<file path="src/rtl/bus_ctrl_pkg.sv">
// Shared types and constants for the tri-state register bus read controller.
package bus_ctrl_pkg;

  typedef enum logic [1:0] {
    ST_IDLE   = 2'd0,
    ST_SETTLE = 2'd1,
    ST_RESP   = 2'd2
  } state_t;

  localparam int CNT_W = 4;

  // Wide enough for any supported register count; callers slice to NrOfRegs.
  localparam logic [63:0] CS_RELEASED = {64{1'b1}};

endpackage

</file>
<file path="src/rtl/cs_decoder.sv">
// Combinational register index to active-low one-hot select, with out-of-range flag.
module cs_decoder
  import bus_ctrl_pkg::*;
#(
  parameter int NrOfRegs = 8,
  parameter int AddrBits = 3
) (
  input  logic [AddrBits-1:0] addr,
  output logic [NrOfRegs-1:0] cs_n,
  output logic                out_of_range
);

  localparam logic [31:0] REGS_LIMIT = 32'(NrOfRegs);

  // Decode the index; an illegal index leaves every select released.
  always_comb begin
    cs_n         = CS_RELEASED[NrOfRegs-1:0];
    out_of_range = 1'b0;
    if (32'(addr) >= REGS_LIMIT) begin
      out_of_range = 1'b1;
    end else begin
      for (int i = 0; i < NrOfRegs; i++) begin
        if (32'(addr) == 32'(i)) begin
          cs_n[i] = 1'b0;
        end else begin
          cs_n[i] = 1'b1;
        end
      end
    end
  end

endmodule

</file>
<file path="src/rtl/bus_read_controller.sv">
// Read initiator for the shared tri-state register bus: selects one register,
// waits the settle time, captures the bus and returns it on a valid/ready channel.
module bus_read_controller
  import bus_ctrl_pkg::*;
#(
  parameter int NrOfBits     = 8,
  parameter int NrOfRegs     = 8,
  parameter int AddrBits     = 3,
  parameter int SettleCycles = 1
) (
  input  logic                Clock,
  input  logic                Reset,
  input  logic                ClockEnable,
  input  logic                Tick,
  input  logic                req_valid,
  input  logic [AddrBits-1:0] req_addr,
  output logic                req_ready,
  input  logic [NrOfBits-1:0] bus,
  output logic [NrOfRegs-1:0] cs,
  output logic                resp_valid,
  input  logic                resp_ready,
  output logic [NrOfBits-1:0] resp_data,
  output logic                resp_err
);

  localparam logic [CNT_W-1:0]    SETTLE_INIT = CNT_W'(SettleCycles - 1);
  localparam logic [NrOfRegs-1:0] CS_IDLE     = CS_RELEASED[NrOfRegs-1:0];

  state_t               state_r;
  logic [CNT_W-1:0]     cnt_r;
  logic [NrOfRegs-1:0]  dec_cs_s;
  logic                 dec_oor_s;
  logic                 en_s;

  assign en_s = ClockEnable & Tick;

  cs_decoder #(
    .NrOfRegs (NrOfRegs),
    .AddrBits (AddrBits)
  ) u_cs_decoder (
    .addr         (req_addr),
    .cs_n         (dec_cs_s),
    .out_of_range (dec_oor_s)
  );

  // Request FSM with settle counter, capture register and registered selects.
  always_ff @(posedge Clock or posedge Reset) begin
    if (Reset) begin
      state_r    <= ST_IDLE;
      cnt_r      <= {CNT_W{1'b0}};
      cs         <= CS_IDLE;
      req_ready  <= 1'b1;
      resp_valid <= 1'b0;
      resp_data  <= {NrOfBits{1'b0}};
      resp_err   <= 1'b0;
    end else if (en_s) begin
      case (state_r)
        ST_IDLE: begin
          if (req_valid) begin
            req_ready <= 1'b0;
            if (dec_oor_s) begin
              resp_data  <= {NrOfBits{1'b0}};
              resp_err   <= 1'b1;
              resp_valid <= 1'b1;
              state_r    <= ST_RESP;
            end else begin
              cs      <= dec_cs_s;
              cnt_r   <= SETTLE_INIT;
              state_r <= ST_SETTLE;
            end
          end else begin
            req_ready <= 1'b1;
          end
        end
        ST_SETTLE: begin
          if (cnt_r != {CNT_W{1'b0}}) begin
            cnt_r <= cnt_r - 1'b1;
          end else begin
            // Release the bus on the same edge that samples it.
            resp_data  <= bus;
            resp_err   <= 1'b0;
            cs         <= CS_IDLE;
            resp_valid <= 1'b1;
            state_r    <= ST_RESP;
          end
        end
        ST_RESP: begin
          if (resp_ready) begin
            resp_valid <= 1'b0;
            req_ready  <= 1'b1;
            state_r    <= ST_IDLE;
          end else begin
            resp_valid <= 1'b1;
          end
        end
        default: begin
          state_r    <= ST_IDLE;
          cs         <= CS_IDLE;
          req_ready  <= 1'b1;
          resp_valid <= 1'b0;
        end
      endcase
    end else begin
      state_r <= state_r;
    end
  end

endmodule
</file>
<file path="config.mk">
export PLATFORM = sky130hd
export DESIGN_NAME = bus_read_controller
export DESIGN_NICKNAME = d
export VERILOG_FILES = /design/src/rtl/bus_ctrl_pkg.sv /design/src/rtl/cs_decoder.sv /design/src/rtl/bus_read_controller.sv
export SDC_FILE = /design/constraint.sdc
export NUM_CORES = 1
export LEC_CHECK = 0
export CAP_MARGIN = 20
export CORE_MARGIN = 5
export CORE_UTILIZATION = 25
export CTS_CLUSTER_SIZE = 30
export DETAILED_ROUTE_END_ITERATION = 8
export GPL_TIMING_DRIVEN = 1
export SYNTH_ARGS = -nofsm -noshare
export SYNTH_HDL_FRONTEND = slang
export SYNTH_SLANG_ARGS = --single-unit
</file>
<file path="constraint.sdc">
create_clock -name Clock -period 2 [get_ports Clock]
set_input_delay 0.6 -clock Clock [delete_from_list [all_inputs] [get_ports Clock]]
set_output_delay 0.6 -clock Clock [all_outputs]
set_load 0.05 [all_outputs]
</file>
==> out/metrics.json, run 1 <==
{
  "route.detailed.drc": 0,
  "xor_xnor_share_of_the_synthesized_area_pct": 0,
  "synth_top_area_cell": "sky130_fd_sc_hd__dfrtp_1",
  "synth_mux_area_share_pct": 19.8,
  "clockRootBuffer": "sky130_fd_sc_hd__clkbuf_8",
  "cp_max_fo": 8,
  "critical-path-slowest-cell": "sky130_fd_sc_hd__or3b_4",
  "placement.setup.worst_slack_ns": -0.158,
  "synth_compound_gate_area_share_pct": 8.00,
  "ios": 36,
  "synth_simple_gate_area_share_pct": 12.9,
  "initial_utilization_pct": 26.0,
  "antenna_found_initial": 0,
  "synth_cells": 97,
  "maximum_number_of_pins_on_one_net_before_global_route_repair": 25,
  "fillCellCount": 460,
  "drive_above_1_share_pct": 47.9,
  "hold_violations": 0,
  "cts_tree": "yes",
  "finalNetCount": 170,
  "post-layout-total-power_w": 0.00314,
  "critical_path.reg2reg.endpoint": "cs[1]",
  "drtIter0Drc": 36,
  "critPathCapture": "cs[1]",
  "avgSynthCellArea_um2": 12.7,
  "area_delta_synth_final_pct": 56.2,
  "finalSetupViolCount": 0,
  "critical_path.startpoint": "cnt_r[0]",
  "ys_seq_elements": 24,
  "cp_num_buf_inv": 2,
  "grt_pass1_vias": 1039,
  "layout.cells.most_common_list": "sky130_fd_sc_hd__buf_4 (22), sky130_fd_sc_hd__clkdlybuf4s50_1 (16), sky130_fd_sc_hd__dfrtp_1 (15)",
  "post-route-period-util_pct": 97.2,
  "worst_ep_required_time_ns": 2.20,
  "h-tree-depth": 1,
  "setup.worst_path.start_class": "register",
  "synth_top_flop_cell": "sky130_fd_sc_hd__dfrtp_1",
  "critical_path.cell_chain": "inv_2, ha_4, or3b_4, a2111oi_4, buf_6, mux2_4",
  "power.net_switching_w": 0.00136,
  "power-per-cell-area_nw_per_um2": 1630,
  "synth_cell_types": 30,
  "max-vdd-ir-drop_v": 0.000869,
  "die_height_um": 80.3,
  "post-route-min-period_ns": 1.94,
  "timing.clock.skew_ns": 0.00312,
  "ys_async_sr_fraction_pct": 100,
  "netSwitchingFraction_pct": 43.3,
  "via_per_inst": 4.46,
  "outcome": "finished clean",
  "multi_input_comb_area_um2": 636,
  "cts.clk_slew.worst_paths_ns": 0.09,
  "design.die.area_um2": 6450,
  "finalWirelength_mm": 2.98,
  "routed-via-count": 951,
  "drv.max_cap_violation_count": 0,
  "cp.arrival_ns": 2.15,
  "power.clock.fraction_pct": 10.9,
  "worst_path_dominant_cell_family": "simple AND/OR/NAND/NOR gates",
  "placeableCoreArea_um2": 4750,
  "yosysWarnings": 0,
  "mappedNetlistNets": 120,
  "rsz0062_at_grt": "true",
  "timing.final.ws_setup_ns": 0.0568,
  "synth-adder-area-share_pct": 6.08,
  "p_int_w": 0.00178,
  "num_rows": 25,
  "fmaxAchievable_mhz": 515,
  "cts_max_path_buffers": 2,
  "synth_top_family_by_area": "multiplexers",
  "grt_pass1_wl_mm": 4.92,
  "clk-insertion-delay-late_ns": 0.27,
  "numPortBuffers": 34,
  "synth.top_cell.area_share_pct": 30.4,
  "timing.critical_path.slowest_cell_delay_ns": 0.42,
  "antenna-diode-count": 0,
  "final_replace_weighted_congestion": 0.765,
  "final_common_cell": "sky130_fd_sc_hd__buf_4",
  "seq_power_share_pct": 28.7,
  "gr-total-overflow": 0,
  "synth_area_um2": 1230,
  "timing.setup.critical_path_class": "register to register",
  "synth.yosys.seq_area_share_pct": 49.5,
  "r2r.worst_path.cells": 6,
  "critical_path_cell_count": 6,
  "cp-end-kind": "register",
  "power_frac_comb_pct": 60.4,
  "number_of_pins_exceeding_their_max_slew_limit_in_the_final_report": 0,
  "finalCoreUtilization_pct": 40.6,
  "largest_cells_by_area_after_synthesis": "sky130_fd_sc_hd__dfrtp_1 (30%), sky130_fd_sc_hd__dfstp_2 (19%), sky130_fd_sc_hd__mux2_2 (17%), sky130_fd_sc_hd__ha_1 (6.1%), sky130_fd_sc_hd__mux2i_1 (2.4%)",
  "routed_length_per_placed_instance_um": 14.0,
  "total_clock_buffers_created_by_cts": 3,
  "chipWidth_um": 80.3,
  "hold_path_class": "register to register",
  "cts_sinks": 24,
  "rr_startpoint": "cnt_r[0]",
  "seqCellArea_um2": 612,
  "timing.reg2reg.setup_slack_ns": 0.06,
  "first_pass_iteration_count_of_the_detailed_router": 4,
  "leakage_nw": 0.830,
  "count_of_antenna_violating_nets_left_after_detailed_routing": 0,
  "grtUsageTotal_pct": 9.70,
  "setup_tns_ns": 0,
  "hpwl_mm": 2.22,
  "synth-edff-count": 0
}
==> metal layers <==
layer / up-vias / track usage, % / part of all wire, %
met4: 0 / 4.90 / 2.0
met2: 26 / 15.8 / 48
met1: 473 / 11.1 / 43
li1: 446 / - / -
met3: 6 / 3.48 / 6.6
met5: - / 0 / 0
==> kinds of logic after synthesis <==
kind of cell    Yosys count
simple gates             24
flops                    24
mux                      22
compound gates           10
buf+inv                  10
fa+ha+maj                 6
other cells               1
==> area by class of cell <==
| class | count | share of cell area, % |
|---|---|---|
| timing repair buffer | 48 | 26.8 |
| sequential | 24 | 31.7 |
| tap | 67 | 4.35 |
| multi-input combinational | 63 | 32.9 |
| inverter | 7 | 1.36 |
| clock buffer | 4 | 2.85 |
==> power by group through the flow <==
stage / logic (W) / clock network [W] / registers (W)
finish: 0.00190 / 0.000342 / 0.000900
global placement: 0.00171 / 0 / 0.000899
global route: 0.00201 / 0.000362 / 0.000930
detailed placement: 0.00176 / 0 / 0.000908
floorplan: 0.000598 / 0 / 0.00138
CTS: 0.00183 / 0.000347 / 0.000903
==> worst min path at each step <==
stage	from	end	slack, ns	cells after the start
global route	resp_data[7]	resp_data[7]	0.53	1
floorplan	state_r[1]	state_r[1]	0.51	1
global placement	resp_data[6]	resp_data[6]	0.49	1
finish	resp_data[7]	resp_data[7]	0.51	1
CTS	resp_data[2]	resp_data[2]	0.52	1
detailed placement	resp_data[2]	resp_data[2]	0.49	1
==> through the flow <==
step | hold slack, ns | instance area [um^2] | std cells
after global routing | 0.534 | 1930 | 213
after global placement | 0.492 | 1790 | 205
after floorplan | 0.508 | 1230 | 97
after CTS | 0.515 | 1880 | 210
after detailed placement | 0.495 | 1790 | 205
final | 0.511 | 1930 | 213
==> cells in the mapped netlist, drive strengths merged (2+ instances only) <==
master   number
mux2         19
dfrtp        15
dfstp         9
inv           7
ha            6
nor2b         4
mux2i         3
nand2         3
nand3         3
nand4b        3
a2111oi       2
a211oi        2
buf           2
nand3b        2
nor3          2
o22ai         2
o31ai         2
==> sequential cells by signal (all words and copies together) (netlist names) <==
register and count:
state_r 2, cnt_r 4, resp_data 8, req_ready 1, resp_valid 1, cs 8
==> what timing repair did <==
action | CTS | global route
endpoints found under the setup margin | 10 | 10
resized for setup | 6 | 8
setup buffers | 1 | 3
gates cloned | 0 | 0
hold buffers | 0 | 0
pin swaps | 1 | 3
==> worst register-to-register path: cells and delay by family (launching register included) <==
family                     cells  cell delay, ns
AOI/OAI and AO/OA              1            0.32
adders and majority gates      1            0.12
buffers and inverters          2            0.30
DFF                            1            0.41
muxes                          1            0.31
and+or+nand+nor                1            0.42
Note: power is estimated with default switching activity, not from simulation.
==> inputs of run 2 (changes only) <==
==> constraint.sdc (replaced) <==
create_clock -name Clock -period 2 [get_ports Clock]
set_input_delay 0.4 -clock Clock [delete_from_list [all_inputs] [get_ports Clock]]
set_output_delay 0.4 -clock Clock [all_outputs]
set_load 0.05 [all_outputs]
==> run 2 against run 1 <==
Net effect: the run now ends with negative setup slack left; cell area down 3.8%; wire length shrank 5.7%; non-clock buffer count is the same; largest power group unchanged.
==> out/metrics.json, run 2 (synthesis gave the netlist of run 1 again) <==
{
  "outcome": {"value": "complete, but fails checks", "change": "was finished clean"},
  "violations": "negative setup slack",
  "cts_max_path_buffers": {"value": 2, "change": "unchanged"},
  "cts.clk_slew.worst_paths": {"value": 0.09, "unit": "ns", "change": "about the same"},
  "worst_ep_required_time": {"value": 2.20, "unit": "ns", "change": "about the same"},
  "leakage": {"value": 0.769, "unit": "nW", "change": "was 0.830 nW"},
  "maximum_number_of_pins_on_one_net_before_global_route_repair": {"value": 25, "change": "unchanged"},
  "setup.worst_path.start_class": {"value": "register", "change": "unchanged"},
  "critical-path-slowest-cell": {"value": "sky130_fd_sc_hd__or3b_4", "change": "unchanged"},
  "placeableCoreArea": {"value": 4750, "unit": "um^2", "change": "unchanged"},
  "power-per-cell-area": {"value": 1650, "unit": "nW/um^2", "change": "was 1630 nW/um^2"},
  "timing.final.ws_setup": {"value": -0.0128, "unit": "ns", "change": "was 0.0568 ns"},
  "drtIter0Drc": {"value": 30, "change": "was 36"},
  "cp_num_buf_inv": {"value": 2, "change": "unchanged"},
  "grt_pass1_vias": {"value": 979, "change": "was 1039"},
  "setup_tns": {"value": -0.0679, "unit": "ns", "change": "was 0 ns"},
  "cp_max_fo": {"value": 8, "change": "unchanged"},
  "grt_pass1_wl": {"value": 4.57, "unit": "mm", "change": "was 4.92 mm"},
  "finalWirelength": {"value": 2.81, "unit": "mm", "change": "was 2.98 mm"},
  "hold_path_class": {"value": "primary input to asynchronous set/reset pin", "change": "was register to register"},
  "final_replace_weighted_congestion": {"value": 0.740, "change": "was 0.765"},
  "timing.reg2reg.setup_slack": {"value": -0.01, "unit": "ns", "change": "was 0.06 ns"},
  "finalCoreUtilization": {"value": 39.0, "unit": "%", "change": "was 40.6%"},
  "first_pass_iteration_count_of_the_detailed_router": {"value": 4, "change": "unchanged"},
  "clk-insertion-delay-late": {"value": 0.27, "unit": "ns", "change": "about the same"},
  "antenna_found_initial": {"value": 0, "change": "unchanged"},
  "fin_hold_ws": {"value": 0.468, "unit": "ns", "change": "was 0.511 ns"},
  "max-vdd-ir-drop": {"value": 0.000899, "unit": "V", "change": "was 0.000869 V"},
  "via_per_inst": {"value": 4.36, "change": "was 4.46"},
  "worst_path_dominant_cell_family": {"value": "simple AND/OR/NAND/NOR gates", "change": "unchanged"},
  "critical_path.reg2reg.endpoint": {"value": "cs[3]", "change": "was cs[1]"},
  "critical_path.cell_chain": {"value": "inv_2, ha_4, or3b_4, a2111oi_4, buf_6, mux2_4", "change": "unchanged"},
  "cp.arrival": {"value": 2.21, "unit": "ns", "change": "was 2.15 ns"},
  "r2r.worst_path.cells": {"value": 6, "change": "unchanged"},
  "gr-total-overflow": {"value": 0, "change": "unchanged"},
  "number_of_pins_exceeding_their_max_slew_limit_in_the_final_report": {"value": 0, "change": "unchanged"},
  "count_of_antenna_violating_nets_left_after_detailed_routing": {"value": 0, "change": "unchanged"},
  "post-layout-total-power": {"value": 0.00306, "unit": "W", "change": "was 0.00314 W"},
  "fillCellCount": {"value": 470, "change": "was 460"},
  "chipWidth": {"value": 80.3, "unit": "um", "change": "unchanged"},
  "h-tree-depth": {"value": 1, "change": "unchanged"},
  "num_rows": {"value": 25, "change": "unchanged"},
  "cts_sinks": {"value": 24, "change": "unchanged"},
  "post-route-min-period": {"value": 2.01, "unit": "ns", "change": "was 1.94 ns"},
  "numPortBuffers": {"value": 34, "change": "unchanged"},
  "cts_tree": {"value": "yes", "change": "unchanged"},
  "hpwl": {"value": 1.98, "unit": "mm", "change": "was 2.22 mm"},
  "drive_above_1_share": {"value": 41.8, "unit": "%", "change": "was 47.9%"},
  "routed-via-count": {"value": 928, "change": "was 951"},
  "drv.max_cap_violation_count": {"value": 0, "change": "unchanged"},
  "layout.cells.most_common_list": {"value": "sky130_fd_sc_hd__clkdlybuf4s50_1 (25), sky130_fd_sc_hd__buf_4 (22), sky130_fd_sc_hd__dfrtp_1 (15)", "change": "was sky130_fd_sc_hd__buf_4 (22), sky130_fd_sc_hd__clkdlybuf4s50_1 (16), sky130_fd_sc_hd__dfrtp_1 (15)"},
  "initial_utilization": {"value": 26.0, "unit": "%", "change": "unchanged"},
  "clockRootBuffer": {"value": "sky130_fd_sc_hd__clkbuf_8", "change": "unchanged"},
  "cts-hold-fix-buffers": {"value": 0, "change": "unchanged"},
  "cp-end-kind": {"value": "register", "change": "unchanged"},
  "hold_violations": {"value": 0, "change": "unchanged"},
  "die_height": {"value": 80.3, "unit": "um", "change": "unchanged"},
  "final_common_cell": {"value": "sky130_fd_sc_hd__clkdlybuf4s50_1", "change": "was sky130_fd_sc_hd__buf_4"},
  "finalSetupViolCount": {"value": 8, "change": "was 0"},
  "rr_startpoint": {"value": "cnt_r[1]", "change": "was cnt_r[0]"},
  "timing.clock.skew": {"value": 0.00659, "unit": "ns", "change": "was 0.00312 ns"},
  "grtUsageTotal": {"value": 9.10, "unit": "%", "change": "was 9.70%"},
  "rsz0062_at_grt": {"value": "true", "change": "unchanged"},
  "timing.critical_path.slowest_cell_delay": {"value": 0.42, "unit": "ns", "change": "about the same"},
  "max-slew-margin-rel_pct": 66.0,
  "timing.setup.critical_path_class": {"value": "register to register", "change": "unchanged"},
  "design.die.area": {"value": 6450, "unit": "um^2", "change": "unchanged"},
  "area_delta_synth_final": {"value": 50.3, "unit": "%", "change": "was 56.2%"},
  "post-route-period-util": {"value": 101, "unit": "%", "change": "was 97.2%"},
  "antenna-diode-count": {"value": 0, "change": "unchanged"},
  "ios": {"value": 36, "change": "unchanged"},
  "total_clock_buffers_created_by_cts": {"value": 3, "change": "unchanged"},
  "route.detailed.drc": {"value": 0, "change": "unchanged"},
  "finalNetCount": {"value": 170, "change": "unchanged"},
  "routed_length_per_placed_instance": {"value": 13.2, "unit": "um", "change": "was 14.0 um"},
  "tightestPinTransition_ns": 0.508,
  "top_regs": {"value": "cs x8, resp_data x8, cnt_r x4", "change": "unchanged"},
  "fmaxAchievable": {"value": 497, "unit": "MHz", "change": "was 515 MHz"}
}
run 2: per-stage QoR:
step / instances / area [um^2] / worst slack (ns)
floorplan: 97 / 1230 / -0.0158
global placement: 204 / 1690 / 0.0104
detailed placement: 204 / 1690 / -0.0422
CTS: 211 / 1800 / 0.000102
global route: 213 / 1860 / -0.0798
finish: 213 / 1860 / -0.0128
run 2: worst max path at each step:
stage	endpoint	slack, ns	startpoint	cells past startpoint
after floorplan	cs[0]	-0.02	cnt_r[0]	5
after global placement	cs[4]	0.01	cnt_r[0]	6
after detailed placement	state_r[1]	-0.04	cnt_r[1]	5
after CTS	cs[3]	0.0001	cnt_r[0]	6
after global routing	cs[3]	-0.08	cnt_r[1]	6
final	cs[3]	-0.01	cnt_r[1]	6
run 2: worst register-to-register path, cell delays in order, from the launching register on:
cell and delay [ns]:
sky130_fd_sc_hd__dfrtp_1 0.41, sky130_fd_sc_hd__inv_2 0.09, sky130_fd_sc_hd__ha_4 0.13, sky130_fd_sc_hd__or3b_4 0.42
sky130_fd_sc_hd__a2111oi_4 0.38, sky130_fd_sc_hd__buf_6 0.21, sky130_fd_sc_hd__mux2_4 0.31
run 2: area by class of cell:
| class | count | area (um^2) | area share [%] |
|---|---|---|---|
| Multi-Input combinational cell | 63 | 636 | 34.3 |
| Timing Repair Buffer | 48 | 427 | 23.0 |
| Sequential cell | 24 | 612 | 33.0 |
| Inverter | 7 | 26.3 | 1.42 |
| Tap cell | 67 | 83.8 | 4.52 |
| Clock inverter | 1 | 30.0 | 1.62 |
| Clock buffer | 3 | 41.3 | 2.23 |
run 2: power by group:
part / switching, W / leakage [nW] / internal (W) / total, W
Combinational: 0.00102 / 0.448 / 0.000753 / 0.00177
Sequential: 0.000136 / 0.285 / 0.000730 / 0.000866
Clock: 0.000163 / 0.0357 / 0.000268 / 0.000430
run 2: per-layer routing:
metal / global-route usage [%] / wire length (um) / vias to the layer above
met5: 0 / 0 / -
met2: 15.0 / 1330 / 29
met1: 11.6 / 1290 / 447
met3: 3.25 / 175 / 2
li1: - / - / 450
met4: 1.52 / 14 / 0
run 2: what timing repair did:
item	in CTS	in global routing
setup buffers	3	2
setup endpoints to repair	10	10
resized for setup	3	11
pin swaps	0	2
==> inputs of run 3 (changes only) <==
- CTS_CLUSTER_DIAMETER: default -> 100
==> results of run 3 <==
Final layout, timing and power as in run 2 (identical DEF).
